<file path="config.mk">
export PLATFORM = sky130hd
export DESIGN_NAME = decoder_scan_ctrl
export DESIGN_NICKNAME = d
export VERILOG_FILES = /design/src/rtl/decoder_scan_ctrl.sv
export SDC_FILE = /design/constraint.sdc
export NUM_CORES = 1
export LEC_CHECK = 0
export BUFFER_PORTS_ARGS = -buffer_cell sky130_fd_sc_hd__clkbuf_2
export CAP_MARGIN = 20
export CORE_UTILIZATION = 40
export CTS_BUF_LIST = sky130_fd_sc_hd__clkbuf_16
export CTS_CLUSTER_SIZE = 14
export DETAILED_ROUTE_END_ITERATION = 10
export PLACE_DENSITY_LB_ADDON = 0.12
export SYNTH_ARGS = -nofsm -noshare
export SYNTH_HDL_FRONTEND = slang
export SYNTH_SLANG_ARGS = --single-unit
</file>
<file path="constraint.sdc">
create_clock -name clk -period 5.8 [get_ports clk]
set_clock_uncertainty 0.2 [all_clocks]
set_input_delay 0.58 -clock clk [delete_from_list [all_inputs] [get_ports clk]]
set_output_delay 0.58 -clock clk [all_outputs]
set_load 0.005 [all_outputs]
</file>
<file path="src/rtl/decoder_scan_ctrl.sv">
// rtl/decoder_scan_ctrl.sv - scan sequencer driving the 3x8 decoder select inputs
//
// Steps a 3-bit code through all eight values, holding each for DIV cycles.
// Ports:
//   clk, rst_n            clock, synchronous active-low reset
//   start, mode, dir      begin scan; mode 0=continuous 1=single; dir 0=up 1=down
//   hold, stop            freeze dwell/code; abort to IDLE
//   a, b, c               code bits 2..0 to the decoder
//   valid, busy           active scan value; RUN state
//   step, done            new-code pulse; single-sweep completion pulse
module decoder_scan_ctrl #(
    parameter int unsigned DIV = 4
) (
    input  logic clk,
    input  logic rst_n,
    input  logic start,
    input  logic mode,
    input  logic dir,
    input  logic hold,
    input  logic stop,
    output logic a,
    output logic b,
    output logic c,
    output logic valid,
    output logic busy,
    output logic step,
    output logic done
);

    localparam logic [0:0] ST_IDLE = 1'b0;
    localparam logic [0:0] ST_RUN  = 1'b1;

    localparam logic [15:0] CNT_LAST = 16'(DIV - 1);

    logic [0:0]  state_q, state_d;
    logic [2:0]  code_q,  code_d;
    logic [15:0] cnt_q,   cnt_d;
    logic        mode_q,  mode_d;
    logic        dir_q,   dir_d;
    logic        valid_q, valid_d;
    logic        busy_q,  busy_d;
    logic        step_q,  step_d;
    logic        done_q,  done_d;

    logic        tick;
    logic        terminal;

    assign tick     = (cnt_q == CNT_LAST) && !hold;
    // Last code of a sweep depends on the direction latched at start.
    assign terminal = dir_q ? (code_q == 3'b000) : (code_q == 3'b111);

    always_comb begin
        state_d = state_q;
        code_d  = code_q;
        cnt_d   = cnt_q;
        mode_d  = mode_q;
        dir_d   = dir_q;
        valid_d = valid_q;
        busy_d  = busy_q;
        step_d  = 1'b0;
        done_d  = 1'b0;

        case (state_q)
            ST_IDLE: begin
                code_d  = 3'b000;
                cnt_d   = 16'd0;
                valid_d = 1'b0;
                busy_d  = 1'b0;
                if (start && !stop) begin
                    mode_d  = mode;
                    dir_d   = dir;
                    code_d  = dir ? 3'b111 : 3'b000;
                    state_d = ST_RUN;
                    valid_d = 1'b1;
                    busy_d  = 1'b1;
                    step_d  = 1'b1;
                end
            end
            default: begin
                if (stop) begin
                    // Abort outranks both a coincident tick and hold.
                    state_d = ST_IDLE;
                    code_d  = 3'b000;
                    cnt_d   = 16'd0;
                    valid_d = 1'b0;
                    busy_d  = 1'b0;
                end else if (tick) begin
                    cnt_d = 16'd0;
                    if (mode_q && terminal) begin
                        state_d = ST_IDLE;
                        code_d  = 3'b000;
                        valid_d = 1'b0;
                        busy_d  = 1'b0;
                        done_d  = 1'b1;
                    end else begin
                        // Plain 3-bit arithmetic gives the continuous-mode wrap.
                        code_d = dir_q ? (code_q - 3'd1) : (code_q + 3'd1);
                        step_d = 1'b1;
                    end
                end else if (!hold) begin
                    cnt_d = cnt_q + 16'd1;
                end
            end
        endcase
    end

    always_ff @(posedge clk) begin
        if (!rst_n) begin
            state_q <= ST_IDLE;
            code_q  <= 3'b000;
            cnt_q   <= 16'd0;
            mode_q  <= 1'b0;
            dir_q   <= 1'b0;
            valid_q <= 1'b0;
            busy_q  <= 1'b0;
            step_q  <= 1'b0;
            done_q  <= 1'b0;
        end else begin
            state_q <= state_d;
            code_q  <= code_d;
            cnt_q   <= cnt_d;
            mode_q  <= mode_d;
            dir_q   <= dir_d;
            valid_q <= valid_d;
            busy_q  <= busy_d;
            step_q  <= step_d;
            done_q  <= done_d;
        end
    end

    assign a     = code_q[2];
    assign b     = code_q[1];
    assign c     = code_q[0];
    assign valid = valid_q;
    assign busy  = busy_q;
    assign step  = step_q;
    assign done  = done_q;

endmodule

</file>
# After elaboration in Yosys (flattened, before gate mapping)
# Index checks and enable logic that the tools add are counted.
[word_totals]
inputBits = 7
word_cells = 49
register_bits = 25
out_inout_bits = 7
[op_classes]
reduce_logical = 10
bitwise_logic = 3
add_sub_neg = 3
eq_ne = 4
muxes = 21
[op_table]
columns = ["operator", "count"]
rows = [
  ["3-bit two-way mux", 7],
  ["16-bit by 1-bit adder with 16-bit output, second input constant", 1],
  ["16-bit by 2-bit == test with 1-bit output, second input constant", 1],
  ["1-bit two-way mux", 14],
  ["4-bit OR reduction", 2],
  ["3-bit by 2-bit inequality test with 1-bit output, second input constant", 2],
  ["2-bit AND reduction", 2],
  ["3-bit by 1-bit adder with 3-bit output, second input constant", 1],
  ["3-bit == test, second input constant", 1],
  ["1-bit logical AND", 3],
  ["3-bit logical NOT", 1],
  ["1-bit NOT", 3],
  ["3-bit by 1-bit subtractor with 3-bit output, second input constant", 1],
  ["1-bit logical NOT", 2],
]

# Depth between registers and ports, before layout
# Gate-level depths: netlist of the first run.
[depth]
word_depth = 7
depth_mapped = 6
mapped_depth_nobuf = 5

# Worst setup path after synthesis of the first run
# Ideal clock, no wire load.
[synth_timing]
path_kind = "in2reg"
start = "in hold"
end = "reg cnt_q[0]"
stages = 6
t_arrival_ps = 1778
path_buffers = 2
setup_time_ps = 117
path_slack_ps = 3704
required_ps = 5483
cell_sequence = "clkbuf_1 > nor4b_1 > nand4_1 > nand3_1 > buf_2 > nor2_1"
[synth_via]
elab_chain_len = 3
[synth_rtl]
columns = ["item", "line_no", "source"]
rows = [
  ["start: declaration", "19", "input logic hold,"],
  ["1-bit logical NOT", "n/a", ""],
  ["1-bit logical AND", "48", "assign tick = (cnt_q == CNT_LAST) && !hold;"],
  ["4-bit OR reduction (no source line)", "n/a", ""],
  ["end signal: assignment", "121", "cnt_q <= cnt_d;"],
  ["end: declaration", "37", "logic [15:0] cnt_q, cnt_d;"],
]
# Parallel ways exist; a longest one is shown, timed or not.
# A chain may end at the register's enable or synchronous reset.

# Worst setup path after layout of the first run
[layout_timing]
start = "reg cnt_q[0]"
end = "reg cnt_q[0]"
[layout_via]
elab_chain_len = 3
word_cells_on_any_way = 4
[layout_rtl]
columns = ["item"]
rows = [
  ["parallel branches: the longest is 3 deep, another holds 16-bit by 1-bit adder with 16-bit output"],
]
# Several ways; the timed one is not identified.

==> impl_results.md, run 1 <==
- DRC Markers: 0
- Clk_lat worst skew: between 0.2 and 0.3 ns
- Util after Layout: approximately 49%
- Crit path time final: around 2.2 ns
- VDD IR-drop max: between 0.1 and 0.15 mV
- Area after DPL: between 0.001 and 0.0015 mm²
- Worst Hold Depth: 2
- Routed Antenna Nets: 0
- Num CTS Buffers: 3
- Yosys warns: 0
- FF-to-FF path depth: 5
- Vias/cell: 5.43
- Status: completed
- Top cell type by total area after synthesis: dfxtp_1
- CP Cell Sequence: ha_1 -> nor4b_1 -> nand4_1 -> nand3_1 -> nor2_1
- Die area: approximately 0.0032 mm²
- First-pass GRT wire length: around 4 mm
- Crit-path leading delay family: simple AND/OR/NAND/NOR gates
- FP Rows: 19
- Fin Setup TNS: 0 ns
- Postcts setup bufs: 0
- Dominant cells by area after synthesis: dfxtp_1, xnor2_1, nor2_1
- I/O pin count: 14
- Area delta synth->final: 13.3%
- Initial antenna violation count: 0
- Hold Path Class: reg -> reg
- Hold_sp: cnt_q[15]$_SDFFE_PP0N_
- GR Util All Layers: roughly 16%
- Critical Path Slowest Stage Cell: nand3_1
- Asr flop ratio synth: 0%
- Routed WL: between 2 and 2.5 mm
- CTS resizes: 0
- Endpoint, Worst Hold: cnt_q[15]$_SDFFE_PP0N_
- Part of the cycle the worst path needs: between 30% and 40%
- Max Cap Viol: 0
- Pre-antenna DRT Iters: 4
- Register bit count reported by yosys: 25
- Top FF cell, synth: dfxtp_1
- Worst slew pin tran: 0.585 ns
- RR Endpoint: cnt_q[0]$_SDFFE_PP0N_
- Seq/Total Area, Yosys: a little over 40%
- Layout cells sized above 1: 16.1%
- Post-Synthesis Cells: between 100 and 150
- Largest net degree at the start of global routing: 17
- Power Dens Cells: approximately 260 mW/mm²
- RR Startpoint: cnt_q[0]$_SDFFE_PP0N_
- Worst Path Arrival: around 2.1 ns
- Die span in y: approximately 57 µm
- Placed cell count: 170
- DP HPWL: roughly 1.6 mm
- Fin area: 0.00137 mm²
- Max frequency: 454 MHz
- CTS Sinks: 25
- Final GP Congestion: approximately 0.76
- Most frequent cell after synthesis: dfxtp_1
- Max-slew violation count: 0
- EDFF count, synth: 0
- Final Hold Viols: 0
- GRT overflow: 0
- IO Port Bufs: 13
- Synth top area share: ~42%
- Reg clk slew, reported paths: around 0.06 ns
- CTS tree: yes
- Buf/Inv on CP: 0
- Leak: just under 0.5 nW
- CP endpoint kind: register
- Die X: approximately 57 µm
- Initial DRC Count: 22
- CORE AREA: around 0.0028 mm²
- RSZ-0062 raised after global routing: false
- NumNets Final: approximately 150
- Cell variety after synth: 40
- Final cell count without fillers: 174
- CP max stage delay: between 0.5 and 0.6 ns
- CP Data Required Time: 5.73 ns
- Initial Util: 43.0%
- Setup violators final: 0
- Number of H-tree levels: 1
- Slew margin rel.: about three fifths
- Syn_nets: 140
- Ant diodes: 0
- Critical path class: reg -> reg
- Total number of vias: about 950
- Deepest clock path buffer count: 2
- Vias in the first global route: 906
- R2r setup slk: roughly 3.6 ns
- Avg Cell Area, Syn: 9.20 µm²
- Hold Buf Count CTS: 0
- Post-synth design cell area: ~0.0012 mm²
- Clock Tree Root: clkbuf_16
- Worst Path Max Fanout: 16
- DR WL/cell: 12.9 µm
- Top post-synthesis cells by count: dfxtp_1, nor2_1, xnor2_1, nand2_1, a21oi_1
- Crit path launch type: register
[metal layers]
layer / track usage (%) / wire (µm)
met3: 2.76 / 56
met1: 20.9 / 1150
met2: 24.7 / 998
met4: 7.32 / 44
met5: 0 / 0
[worst register-to-register path, delay by kind of cell (launching register included)]
| family | cells | cell delay [ns] |
|---|---|---|
| flops | 1 | 0.41 |
| simple gates | 4 | 1.22 |
| fa+ha+maj | 1 | 0.25 |
[final cells by class]
cell class | instances | area (µm²)
Sequential cell | 25 | 500
Multi-Input combinational cell | 99 | 673
Fill cell | 279 | 1440
Timing Repair Buffer | 13 | 65.1
Clock inverter | 1 | 5.00
Inverter | 2 | 7.51
Tap cell | 31 | 38.8
Clock buffer | 3 | 75.1
[stage by stage]
| stage | total power [mW] | worst slack [ns] | hold slack [ns] |
|---|---|---|---|
| after floorplan | 0.195 | 3.70 | 0.242 |
| after global routing | 0.364 | 3.35 | 0.311 |
| after detailed placement | 0.202 | 3.43 | 0.268 |
| after global placement | 0.201 | 3.44 | 0.262 |
| after CTS | 0.355 | 3.56 | 0.285 |
| final | 0.351 | 3.60 | 0.279 |
[worst max path at each step]
stage | start | end | slack, ns | depth (start not counted)
floorplan | hold | cnt_q[0]$_SDFFE_PP0N_ | 3.70 | 6
detailed placement | hold | cnt_q[0]$_SDFFE_PP0N_ | 3.43 | 5
global placement | hold | cnt_q[1]$_SDFFE_PP0N_ | 3.44 | 5
global route | cnt_q[0]$_SDFFE_PP0N_ | cnt_q[11]$_SDFFE_PP0N_ | 3.35 | 5
CTS | cnt_q[0]$_SDFFE_PP0N_ | cnt_q[0]$_SDFFE_PP0N_ | 3.56 | 5
finish | cnt_q[0]$_SDFFE_PP0N_ | cnt_q[0]$_SDFFE_PP0N_ | 3.60 | 5
[state kept, by name, indices dropped and copies added, names as in the netlist]
name	flops
cnt_q	16
code_q	3
busy	1
dir_q	1
done	1
mode_q	1
state_q	1
step	1
[placed cells by master (no fill, tap or decap)]
cell        n
dfxtp_1    25
nor2_1     15
clkbuf_2   13
xnor2_1    10
nand2_1     8
a21oi_1     7
nor4_1      6
nand4_1     4
xor2_1      4
o21ai_0     4
nand3_1     3
nand3b_1    3
a21boi_0    3
nor3_1      3
clkbuf_16   3
nor4b_1     2
nor2b_1     2
nand2_2     2
o31ai_1     2
or4_1       2
inv_1       2
a21boi_1    2
nand4b_4    1
nand4_4     1
and3b_1     1
mux2i_1     1
and4b_1     1
o21ai_1     1
nand2b_1    1
a41o_1      1
nor3b_1     1
and2_1      1
or3_4       1
or3_1       1
nand4b_1    1
or3b_2      1
o211ai_1    1
fa_1        1
ha_1        1
clkinv_2    1
[logic make-up (layout without fill, tap and decap cells)]
logic type / count (synthesis) / in the layout / share of synthesized area [%]
adder cells (fa/ha/maj): 2 / 2 / 2.70
flip-flops: 25 / 25 / 41.5
buffers and inverters: 7 / 19 / 2.60
AO/OA/AOI/OAI: 21 / 21 / 10.8
multiplexers: 1 / 1 / 0.831
XOR/XNOR: 14 / 14 / 10.2
AND/OR/NAND/NOR: 61 / 61 / 31.4
[report_power, final]
part / internal [mW] / switching [mW] / leakage [nW] / total (mW)
clock network: 0.0929 / 0.0610 / 0.0409 / 0.154
logic: 0.00950 / 0.00956 / 0.242 / 0.0191
registers: 0.175 / 0.00344 / 0.202 / 0.178
(Power assumes the default switching activity.)
==> run 2: changes to the inputs <==
==> constraint.sdc (replaced) <==
create_clock -name clk -period 2.25 [get_ports clk]
set_clock_uncertainty 0.2 [all_clocks]
set_input_delay 0.225 -clock clk [delete_from_list [all_inputs] [get_ports clk]]
set_output_delay 0.225 -clock clk [all_outputs]
set_load 0.005 [all_outputs]
==> run 2 against run 1 <==
  * Register-to-register slack got worse by 3.3 ns
  * Combinational power grew to 2.6 times the previous value
  * Via count is 2.9% higher
  * Fmax increased by 11%
  * Wire length increased by 1.4%
  * Critical path depth rose by 1
  * Hold slack worse by 0.26 ns
  * Final cell count is 1.7% higher
  * First-iteration DRC count increased by 27%
  * Global-route usage down 0.079 points
  * Flip-flop and latch count unchanged
  * Utilization rose by 0.89 points
  * Critical path type unchanged
==> impl_results.md, run 2 (synthesis gave the netlist of run 1 again) <==
- Part of the cycle the worst path needs: 87.8% (was 37.9%)
- Number of H-tree levels: 1 (unchanged)
- Sequential share of power: 50.8% (about the same)
- Total power: 0.907 mW (was 0.351 mW)
- Die X: 56.9 µm (unchanged)
- CP Cell Sequence: ha_1 -> nor4b_1 -> nand4_1 -> nand3_1 -> buf_4 -> nor2_1 (was ha_1 -> nor4b_1 -> nand4_1 -> nand3_1 -> nor2_1)
- Die span in y: 56.9 µm (unchanged)
- Routed Antenna Nets: 0 (unchanged)
- First-pass GRT wire length: 4.01 mm (was 3.95 mm)
- Routed WL: 2.28 mm (was 2.25 mm)
- FP Rows: 19 (unchanged)
- Final Hold Viols: 0 (unchanged)
- Ant diodes: 0 (unchanged)
- Met1 usage: 21.5% (was 20.9%)
- Hold Path Class: in -> reg (was reg -> reg)
- DP HPWL: 1.67 mm (was 1.64 mm)
- Vias/cell: 5.49 (was 5.43)
- Worst slew pin tran: 0.543 ns (was 0.585 ns)
- CP max stage delay: 0.41 ns (was 0.52 ns)
- Met2 Use GR: 24.5% (was 24.7%)
- R2r setup slk: 0.27 ns (was 3.60 ns)
- Crit-path leading delay family: simple AND/OR/NAND/NOR gates (unchanged)
- RR Endpoint: cnt_q[11]$_SDFFE_PP0N_ (was cnt_q[0]$_SDFFE_PP0N_)
- M3 GR Usage: 3.69% (was 2.76%)
- RR Startpoint: cnt_q[0]$_SDFFE_PP0N_ (unchanged)
- Vias in the first global route: 874 (was 906)
- Critical Path Slowest Stage Cell: dfxtp_1 (was nand3_1)
- Combinational share of power: 5.5% (was 5.4%)
- Leak: 0.498 nW (was 0.485 nW)
- Layout cells sized above 1: 17.1% (was 16.1%)
- Initial antenna violation count: 0 (unchanged)
- Clk_lat worst skew: 0.26 ns (about the same)
- Slew margin rel.: 63.7% (was 60.9%)
- Clock share of power: 43.7% (was 43.8%)
- Status: completed (unchanged)
- Crit path launch type: register (unchanged)
- Initial DRC Count: 28 (was 22)
- Hold_ws: 0.0149 ns (was 0.279 ns)
- CTS Sinks: 25 (unchanged)
- DR WL/cell: 12.9 µm (about the same)
- GRT overflow: 0 (unchanged)
- Largest registers: cnt_q x16, code_q x3 (unchanged)
- Largest net degree at the start of global routing: 17 (unchanged)
- CTS resizes: 0 (unchanged)
- Reg clk slew, reported paths: 0.07 ns (was 0.06 ns)
- CP endpoint kind: register (unchanged)
- Initial Util: 43.0% (unchanged)
- Deepest clock path buffer count: 2 (unchanged)
- Most frequent cells in the layout: dfxtp_1, nor2_1, clkbuf_2, xnor2_1, nand2_1 (unchanged)
- Sw Share: 21.0% (was 21.1%)
- GR peak layer: met2 (unchanged)
- Buf/Inv on CP: 1 (was 0)
- Worst Hold Depth: 3 (was 2)
- DRC Markers: 0 (unchanged)
- Num CTS Buffers: 3 (unchanged)
- GR Util All Layers: 15.7% (about the same)
- Crit path time final: 1.98 ns (was 2.20 ns)
- Power Dens Cells: 652 mW/mm² (was 257 mW/mm²)
- Clock Tree Root: clkbuf_16 (unchanged)
- Max frequency: 506 MHz (was 454 MHz)
- CTS tree: yes (unchanged)
- Setup violators final: 0 (unchanged)
- Top reg by flops: cnt_q (unchanged)
- CP Data Required Time: 2.20 ns (was 5.73 ns)
- CORE AREA: 0.00281 mm² (unchanged)
- Endpoint, Worst Hold: dir_q$_SDFFE_PN0P_ (was cnt_q[15]$_SDFFE_PP0N_)
- Critical path class: reg -> reg (unchanged)
- Total number of vias: 972 (was 945)
- Area of the multi-input gates: 673 µm² (unchanged)
- Storage cell area: 500 µm² (unchanged)
- RSZ-0062 raised after global routing: false (unchanged)
- Hold_sp: dir (was cnt_q[15]$_SDFFE_PP0N_)
- Worst Path Arrival: 1.92 ns (was 2.13 ns)
- Max-slew violation count: 0 (unchanged)
- Pint: 0.716 mW (was 0.277 mW)
- I/O pin count: 14 (unchanged)
- Util after Layout: 49.6% (was 48.7%)
- Final WS setup: 0.274 ns (was 3.60 ns)
- Final GP Congestion: 0.752 (was 0.760)
- Sw power: 0.191 mW (was 0.0740 mW)
- VDD IR-drop max: 0.335 mV (was 0.101 mV)
- Die area: 0.00324 mm² (unchanged)
- # fillers: 286 (was 279)
- FF-to-FF path depth: 6 (was 5)
- Post-Place Setup Slack: 0.294 ns (was 3.43 ns)
- Max Cap Viol: 0 (unchanged)
- Fin Setup TNS: 0 ns (unchanged)
- IO Port Bufs: 13 (unchanged)
- Worst Path Max Fanout: 16 (unchanged)
- Pre-antenna DRT Iters: 4 (unchanged)
- NumNets Final: 156 (was 153)
- Max reg flops: 16 (unchanged)
- Area delta synth->final: 15.4% (was 13.3%)
- Most common cell after layout, fill and taps aside: dfxtp_1 (unchanged)
==> run 2: worst max path at each step <==
stage	start	to	slack, ns	depth (start not counted)
after CTS	cnt_q[3]$_SDFFE_PP0N_	cnt_q[15]$_SDFFE_PP0N_	0.27	4
final	cnt_q[0]$_SDFFE_PP0N_	cnt_q[11]$_SDFFE_PP0N_	0.27	6
after detailed placement	cnt_q[0]$_SDFFE_PP0N_	cnt_q[10]$_SDFFE_PP0N_	0.29	6
after global placement	cnt_q[0]$_SDFFE_PP0N_	cnt_q[0]$_SDFFE_PP0N_	0.32	6
after floorplan	cnt_q[0]$_SDFFE_PP0N_	cnt_q[0]$_SDFFE_PP0N_	0.37	6
after global routing	cnt_q[0]$_SDFFE_PP0N_	cnt_q[4]$_SDFFE_PP0N_	0.17	6
==> run 2: metrics by stage <==
stage	instance area, µm²	instances
after CTS	1390	177
after floorplan	1200	131
final	1390	177
after global placement	1300	172
after global routing	1390	177
after detailed placement	1300	172
==> run 2: what timing repair did <==
action	4_1_cts	5_1_grt
endpoints found under the hold margin	1	0
hold buffers	1	0
buffers inserted	0	0
==> run 2: worst min-delay path, stage by stage <==
cell and delay (ns):
clkbuf_2 0.08, nand2_1 0.06, a21boi_0 0.07
==> run 2: power groups by stage <==
stage          sequential (mW)  combinational (mW)  clock [mW]
2_1_floorplan            0.469              0.0337           0
3_3_place_gp             0.470              0.0487           0
3_5_place_dp             0.470              0.0491           0
4_1_cts                  0.460              0.0508       0.406
5_1_grt                  0.462              0.0562       0.421
6_report                 0.460              0.0503       0.396
==> run 2: final cells by class <==
cell class	count	share of cell area, %
inverters	2	0.540
clock inverters	1	0.360
well taps	31	2.79
flip-flops and latches	25	36.0
repair buffers	16	6.48
clock buffers	3	5.40
multi-input cells	99	48.4
==> run 2: metal layers <==
metal / routed length, µm / part of all wire (%)
met2: 991 / 43
met4: 21 / 0.92
met1: 1200 / 52
met5: 0 / 0
met3: 72 / 3.2
==> run 3: changes to the inputs <==
--- a/config.mk
+++ b/config.mk
@@ -7,6 +7,7 @@
 export LEC_CHECK = 0
 export BUFFER_PORTS_ARGS = -buffer_cell sky130_fd_sc_hd__clkbuf_2
 export CAP_MARGIN = 20
+export CORE_ASPECT_RATIO = 0.7
 export CORE_UTILIZATION = 40
 export CTS_BUF_LIST = sky130_fd_sc_hd__clkbuf_16
 export CTS_CLUSTER_SIZE = 14
==> run 3 against run 2 <==
  * Non-clock buffer count decreased by 2
  * Register-to-register slack got worse by 0.02 ns
  * Flip-flop and latch count unchanged
  * First-iteration DRC count increased by 3.6%
  * Setup slack got worse by 0.019 ns
  * Fmax decreased by 0.93%
  * Final cell count increased by 1.7%
  * Global-route usage increased by 0.22 points
  * Power decreased by 0.45%
  * Cell area decreased by 0.18%
  * Highest routed layer unchanged
==> impl_results.md, run 3 (synthesis gave the netlist of run 1 again) <==
- Area after DPL: 0.00130 mm² (about the same)
- Die X: 67.6 µm (was 56.9 µm)
- Clk_lat worst skew: 0.26 ns (about the same)
- Pint: 0.717 mW (was 0.716 mW)
- Fin area: 0.00139 mm² (about the same)
- I/O pin count: 14 (unchanged)
- FP Rows: 16 (was 19)
- Hold Buf Count CTS: 0 (was 1)
- Leak: 0.487 nW (was 0.498 nW)
- Total power: 0.903 mW (was 0.907 mW)
- Final GP Congestion: 0.848 (was 0.752)
- Initial Util: 42.7% (was 43.0%)
- Initial DRC Count: 29 (was 28)
- Largest net degree at the start of global routing: 17 (unchanged)
- Vias in the first global route: 799 (was 874)
- DRC Markers: 0 (unchanged)
- RSZ-0062 raised after global routing: false (unchanged)
- GRT overflow: 0 (unchanged)
- Setup violators final: 0 (unchanged)
- Status: completed (unchanged)
- Deepest clock path buffer count: 2 (unchanged)
- Crit path launch type: register (unchanged)
- CORE AREA: 0.00282 mm² (was 0.00281 mm²)
- Ant diodes: 0 (unchanged)
- Max reg flops: 16 (unchanged)
- Most common cell after layout, fill and taps aside: dfxtp_1 (unchanged)
- VDD IR-drop max: 0.460 mV (was 0.335 mV)
- Die area: 0.00324 mm² (about the same)
- NumNets Final: 154 (was 156)
- Initial antenna violation count: 0 (unchanged)
- Part of the cycle the worst path needs: 88.6% (was 87.8%)
- Vias/cell: 5.26 (was 5.49)
- Util after Layout: 49.2% (was 49.6%)
- # fillers: 257 (was 286)
- Largest registers: cnt_q x16, code_q x3 (unchanged)
- DP HPWL: 1.73 mm (was 1.67 mm)
- Critical path class: reg -> reg (unchanged)
- Sw Share: 20.6% (was 21.0%)
- CTS tree: yes (unchanged)
- CP endpoint kind: register (unchanged)
- Pre-antenna DRT Iters: 6 (was 4)
- Worst setup startpoint: cnt_q[4]$_SDFFE_PP0N_ (was cnt_q[0]$_SDFFE_PP0N_)
- IO Port Bufs: 13 (unchanged)
- FF-to-FF path depth: 4 (was 6)
- Top reg by flops: cnt_q (unchanged)
- Number of H-tree levels: 1 (unchanged)
- Routed WL: 2.29 mm (was 2.28 mm)
- Hold Path Class: in -> reg (unchanged)
- Final Hold Viols: 0 (unchanged)
- Sw power: 0.186 mW (was 0.191 mW)
- Layout cells sized above 1: 17.4% (was 17.1%)
- Die span in y: 47.9 µm (was 56.9 µm)
- Max Cap Viol: 0 (unchanged)
- Total number of vias: 947 (was 972)
- Max-slew violation count: 0 (unchanged)
- Slew margin rel.: 62.6% (was 63.7%)
- Power Dens Cells: 651 mW/mm² (was 652 mW/mm²)
- Reg clk slew, reported paths: 0.06 ns (was 0.07 ns)
- Area delta synth->final: 15.2% (was 15.4%)
- First-pass GRT wire length: 3.71 mm (was 4.01 mm)
- Hold_sp: mode (was dir)
- RR Startpoint: cnt_q[4]$_SDFFE_PP0N_ (was cnt_q[0]$_SDFFE_PP0N_)
- GR Util All Layers: 15.9% (was 15.7%)
- Clock share of power: 43.4% (was 43.7%)
- Worst Hold Depth: 3 (unchanged)
- Worst Path Max Fanout: 7 (was 16)
- Worst slew pin tran: 0.557 ns (was 0.543 ns)
- Max frequency: 501 MHz (was 506 MHz)
- DR WL/cell: 12.7 µm (was 12.9 µm)
- Worst Path Arrival: 1.98 ns (was 1.92 ns)
- Crit path time final: 1.99 ns (was 1.98 ns)
- Sequential share of power: 51.0% (was 50.8%)
- Routed Antenna Nets: 0 (unchanged)
- CP Data Required Time: 2.24 ns (was 2.20 ns)
- Fin Setup TNS: 0 ns (unchanged)
- Combinational share of power: 5.5% (about the same)
- Num CTS Buffers: 3 (unchanged)
- CTS Sinks: 25 (unchanged)
- Most frequent cells in the layout: dfxtp_1, nor2_1, clkbuf_2, xnor2_1, nand2_1 (unchanged)
- Clock Tree Root: clkbuf_16 (unchanged)
## run 3: changes by cell type in the layout (fill, tap and decap cells not counted), sizes merged
cell | before | now
dlygate4sd3 | 1 | 0
buf | 2 | 1
clkinv | 1 | 0
clkinvlp | 0 | 1
## run 3: power by group through the flow
stage	Clock, mW	Combinational, mW	Sequential, mW
2_1_floorplan	0	0.0337	0.469
5_1_grt	0.425	0.0566	0.462
3_5_place_dp	0	0.0491	0.471
4_1_cts	0.410	0.0495	0.461
6_report	0.392	0.0498	0.461
3_3_place_gp	0	0.0485	0.470
## run 3: what timing repair did
action | 4_1_cts | 5_1_grt
hold endpoints to repair | 0 | 0
setup buffers | 0 | 0
resized for setup | 0 | 1
endpoints found under the setup margin | 0 | 16
## run 3: per-stage QoR
step | hold WS, ns | setup WS, ns | instances
floorplan | 0.170 | 0.366 | 131
global placement | 0.265 | 0.168 | 176
detailed placement | 0.265 | 0.162 | 176
CTS | 0.000176 | 0.135 | 180
global route | 0.0385 | 0.143 | 180
finish | 0.00927 | 0.256 | 180
## run 3: final cells by class
class	count	area, µm²	share of cell area [%]
multi-input combinational	99	679	49.0
sequential	25	500	36.1
clock buffer	3	75.1	5.41
timing repair buffer	14	72.6	5.23
tap	36	45.0	3.25
clock inverter	1	7.51	0.541
inverter	2	7.51	0.541
## run 3: worst paths after layout
path,end,slack [ns]
worst max-delay path,cnt_q[15]$_SDFFE_PP0N_,0.26
worst max register to register,cnt_q[15]$_SDFFE_PP0N_,0.26
worst min register to register,mode_q$_SDFFE_PN0P_,0.29
worst min-delay path,mode_q$_SDFFE_PN0P_,0.009
## run 3: metal layers
layer | up-vias | GRT usage, % | part of all wire [%]
met2 | 17 | 21.0 | 38
li1 | 493 | - | -
met4 | 0 | 3.40 | 0.44
met3 | 2 | 6.19 | 4.8
met5 | - | 0 | 0
met1 | 435 | 23.6 | 57
## run 3: worst max-delay path, cell delays in order, from the launching register on
cell and delay [ns]:
dfxtp_1 0.47, nand4_4 0.18, or3_4 0.45, or4_1 0.48
a21oi_1 0.15
